<file path="src/rtl/dotprod.sv">
// Dot product of two fixed 16-entry tables over n elements, with the index wrapping mod 16.
// Result appears n+2 edges after reset release and then holds; no handshake, return_val reads 0 until DONE.
module dotprod (
  input  logic        sys_clk,
  input  logic        sys_rst_n,
  input  logic [31:0] n,
  output logic [31:0] return_val
);

  typedef enum logic [1:0] {IDLE, LOOP, DONE} state_t;

  state_t      state, state_nxt;
  logic [31:0] i_reg, i_nxt;
  logic [31:0] acc, acc_nxt;
  logic [31:0] n_reg, n_nxt;
  logic [31:0] ret_nxt;

  logic [3:0]  idx;
  logic [31:0] a_val, b_val, prod;

  // Table entries are affine in the index: A[k] = k+1, B[k] = 16-k.
  assign idx   = i_reg[3:0];
  assign a_val = {28'd0, idx} + 32'd1;
  assign b_val = 32'd16 - {28'd0, idx};
  assign prod  = a_val * b_val;

  always_ff @(posedge sys_clk or posedge sys_rst_n) begin
    if (sys_rst_n) begin
      state      <= IDLE;
      i_reg      <= '0;
      acc        <= '0;
      n_reg      <= '0;
      return_val <= '0;
    end else begin
      state      <= state_nxt;
      i_reg      <= i_nxt;
      acc        <= acc_nxt;
      n_reg      <= n_nxt;
      return_val <= ret_nxt;
    end
  end

  always_comb begin
    state_nxt = state;
    i_nxt     = i_reg;
    acc_nxt   = acc;
    n_nxt     = n_reg;
    ret_nxt   = return_val;
    case (state)
      IDLE: begin
        n_nxt     = n;
        i_nxt     = '0;
        acc_nxt   = '0;
        state_nxt = LOOP;
      end
      LOOP: begin
        // Exit at i == n_reg, so i never wraps even for n = 2^32-1.
        if (i_reg < n_reg) begin
          acc_nxt = acc + prod;
          i_nxt   = i_reg + 32'd1;
        end else begin
          ret_nxt   = acc;
          state_nxt = DONE;
        end
      end
      DONE: begin
        state_nxt = DONE;
      end
      default: begin
        state_nxt = IDLE;
      end
    endcase
  end

endmodule

</file>
<file path="config.mk">
export PLATFORM = sky130hd
export DESIGN_NAME = dotprod
export DESIGN_NICKNAME = d
export VERILOG_FILES = /design/src/rtl/dotprod.sv
export SDC_FILE = /design/constraint.sdc
export NUM_CORES = 1
export LEC_CHECK = 0
export BUFFER_PORTS_ARGS = -buffer_cell sky130_fd_sc_hd__buf_2
export CORE_MARGIN = 2
export CORE_UTILIZATION = 48
export DETAILED_ROUTE_END_ITERATION = 7
export GPL_TIMING_DRIVEN = 1
export MAX_ROUTING_LAYER = met4
export PLACE_DENSITY = 0.66
export SYNTH_ARGS = -nofsm -noshare
export SYNTH_HDL_FRONTEND = slang
export SYNTH_SLANG_ARGS = --single-unit
</file>
<file path="constraint.sdc">
create_clock -name sys_clk -period 13 [get_ports sys_clk]
set_input_delay 2.6 -clock sys_clk [delete_from_list [all_inputs] [get_ports sys_clk]]
set_output_delay 2.6 -clock sys_clk [all_outputs]
set_load 0.02 [all_outputs]
</file>
==> flow_summary.yaml <==
routing:
  wl_um: 17000
  avgViaCountPerCell: 5.405
  wl_per_cell_um: 15.05
  drt_iter0_drc: 482
  drtPass1Iterations: 5
  vias: 6102
  ant_nets: 0
  post-route-drc-count: 0
placed_design:
  io_buffers: 64
  gp_congestion: 0.8497
  hpwl_um: 11540
grt:
  grt_pass1_wl_um: 29280
  grt_start_max_net_pins: 72
  grt_pass1_vias: 5989
  grt_util_all_layers: 0.2120
  overflow: 0
  grt_antenna_before_repair: 0
final_layout:
  drive_gt1_frac: 0.1380
  layout_commonest_cell: "dfrtp_1"
  layout_common_cells: "128 x dfrtp_1, 99 x nand2_1, 81 x o21ai_0, 75 x inv_1, 66 x ha_1"
  syn2layout_area_growth_pct: 14.12
  diodes: 0
  nets: 1011
worst_setup_path:
  critPathKind: "register to register"
  path_cells: "inv_1, ha_1, a21boi_0, fa_1, ha_1, fa_1, ha_1, a21o_1, a21oi_1, o21bai_1, a21oi_1, xnor2_1, ha_1, o21a_1, nor2_1, a211oi_1, o21ai_0, nor3_2, a41o_1, a31oi_1"
  critPathCaptureType: "register"
  crit_family: "adder cells"
  path_max_fanout: 16
  cp.required_ps: 13270
  slowest_delay_ps: 770
  crit_top_cell: "ha_1"
  timing.rr.start: "i_reg[0]$_DFFE_PP0P_"
  crit_slowest_cell: "nor3_2"
  cp_num_buf_inv: 1
  crit_start: "i_reg[0]$_DFFE_PP0P_"
  cp-start-kind: "register"
  arrival_ps: 6570
pwr:
  clock_power_share: 0.288
  sequentialPowerShare: 0.292
  p_total_mw: 1.760
  pwr-share-comb: 0.420
  switching_power_mw: 0.6890
  powerDensity_nw_per_um2: 195.0
  leakage_nw: 4.500
  swShare: 0.3915
  ir_drop_uv: 205.5
  internal_power_mw: 1.071
floorplanning:
  die_x_um: 132.3
  num_rows: 46
  dieArea_um2: 17510
  core_area_um2: 16000
  die_h_um: 132.3
  initial_core_util: 0.4941
  io_pins: 66
min_path:
  hold_path_class: "register to register"
  hp-start: "acc[18]$_DFFE_PP0P_"
job:
  drv_cap: 0
sta:
  finalSetupViolations: 0
  tightest_slew_ps: 964.4
  max_freq_mhz: 158.8
  fin_crit_sh: 0.4843
  final-hold-violation-count: 0
  fin_skew_ps: 8.360
  relSlewSlack: 0.3536
  tns_ps: 0
  layout_min_cycle_time_ps: 6296
  finalMaxSlewViolations: 0
  rsz0062_at_grt: "no"
clocking:
  clock_latency_ps: 420
  cts_made_buffers: 17
  htreeDepth: 4
  cts_hold_buf: 0
  cts_num_sinks: 128
  clkTransAtPathRegs_ps: 60
  post_cts_resized: 0
  clock-root-buffer: "clkbuf_16"
  clk_path_buf_depth: 2
  post_cts_buffers: 0
  cts_tree: "built"
yosys:
  synth_area_um2: 7906
  ys_top_cells_by_area: "dfrtp_1 41%, ha_1 11%, o21ai_0 5.1%"
  syn-mean-instance-area_um2: 9.357
  yosysSeqAreaShare: 0.4051
  ys_seq_elements: 128
  yosysTopAreaCell: "dfrtp_1"
  ys_warn_count: 0
  synth_top_area_share: 0.4051
  ys_types: 68
  synthArstFlopShare: 1.000
  syn-instance-count: 845
  synth_flop_cell: "dfrtp_1"
  synth_edf_count: 0
run_status:
  outcome: "finished clean"
-- logic make-up after synthesis --
kind of cell | Yosys count | synth area share
buffers and inverters | 115 | 0.05934
flip-flops | 128 | 0.4051
multiplexers | 32 | 0.04400
other | 1 | 0.0004743
adder cells (fa/ha/maj) | 77 | 0.1313
XOR/XNOR | 23 | 0.02548
AO/OA/AOI/OAI | 220 | 0.1760
AND/OR/NAND/NOR | 249 | 0.1583
-- metrics by stage --
step	setup WS [ps]	hold slack, ps	instance area [um2]	instances	util
3_5_place_dp	6774	446.0	8399	1097	0.5249
3_3_place_gp	7011	439.2	8399	1097	0.5249
2_1_floorplan	6987	423.8	7921	849	-
5_1_grt	6145	492.0	9022	1129	0.5639
6_report	6704	455.2	9022	1129	0.5639
4_1_cts	6740	453.5	9022	1129	0.5639
-- synth_stat cells, types with 3 or more instances --
| library cell | instances |
|---|---|
| mux2i_1 | 10 |
| a22o_1 | 5 |
| mux2_1 | 14 |
| ha_1 | 67 |
| o21ai_1 | 6 |
| a211oi_1 | 3 |
| inv_1 | 76 |
| or4_1 | 5 |
| nor2b_1 | 8 |
| a31o_2 | 5 |
| fa_1 | 10 |
| nand2_1 | 99 |
| nand2b_1 | 6 |
| mux2_2 | 8 |
| nand4_1 | 11 |
| o21a_1 | 10 |
| a21boi_0 | 7 |
| a41oi_1 | 4 |
| or2_1 | 3 |
| clkbuf_1 | 24 |
| o22ai_1 | 3 |
| a211o_1 | 4 |
| nor3_1 | 18 |
| and2_1 | 11 |
| buf_6 | 3 |
| o31ai_1 | 4 |
| o31a_1 | 3 |
| a21oi_1 | 31 |
| a21o_1 | 14 |
| buf_2 | 9 |
| a31oi_1 | 19 |
| nand3_1 | 26 |
| o21ai_0 | 81 |
| dfrtp_1 | 128 |
| and4_1 | 6 |
| nor4_1 | 4 |
| and3_1 | 14 |
| nor2_1 | 26 |
| xnor2_1 | 14 |
| xor2_1 | 9 |
-- final timing paths --
kind / to / slack, ps / cells past startpoint
worst max-delay path: acc[27]$_DFFE_PP0P_ / 6700 / 20
worst min-delay path: acc[18]$_DFFE_PP0P_ / 460 / 1
worst max register to register: acc[27]$_DFFE_PP0P_ / 6700 / 20
worst min register to register: acc[18]$_DFFE_PP0P_ / 460 / 1
max in group asynchronous: n_reg[20]$_DFFE_PP0P_ / 9300 / 3
min in group asynchronous: return_val[2]$_DFFE_PP0P_ / 2310 / 2
-- metal layers --
layer	GRT usage	up-vias	share of wire
met2	0.3290	127	0.46
met3	0.04383	19	0.039
met5	-	-	0
met1	0.2816	2860	0.49
met4	0.06272	0	0.010
li1	-	3096	-
-- area by class of cell --
cell class	count	area (um2)
Fill cell	1477	6978
Multi-Input combinational cell	606	4265
Sequential cell	128	3203
Clock buffer	22	464.2
Timing Repair Buffer	71	372.9
Inverter	76	287.8
Tap cell	216	270.3
Clock inverter	10	158.9
-- power by group through the flow --
| stage | Clock, mW | Sequential, mW | Combinational, mW |
|---|---|---|---|
| CTS | 0.515 | 0.515 | 0.745 |
| global route | 0.534 | 0.524 | 0.849 |
| finish | 0.506 | 0.514 | 0.739 |
| detailed placement | 0 | 0.521 | 0.739 |
| floorplan | 0 | 0.506 | 0.568 |
| global placement | 0 | 0.518 | 0.722 |
Note: power is estimated with default switching activity, not from simulation.
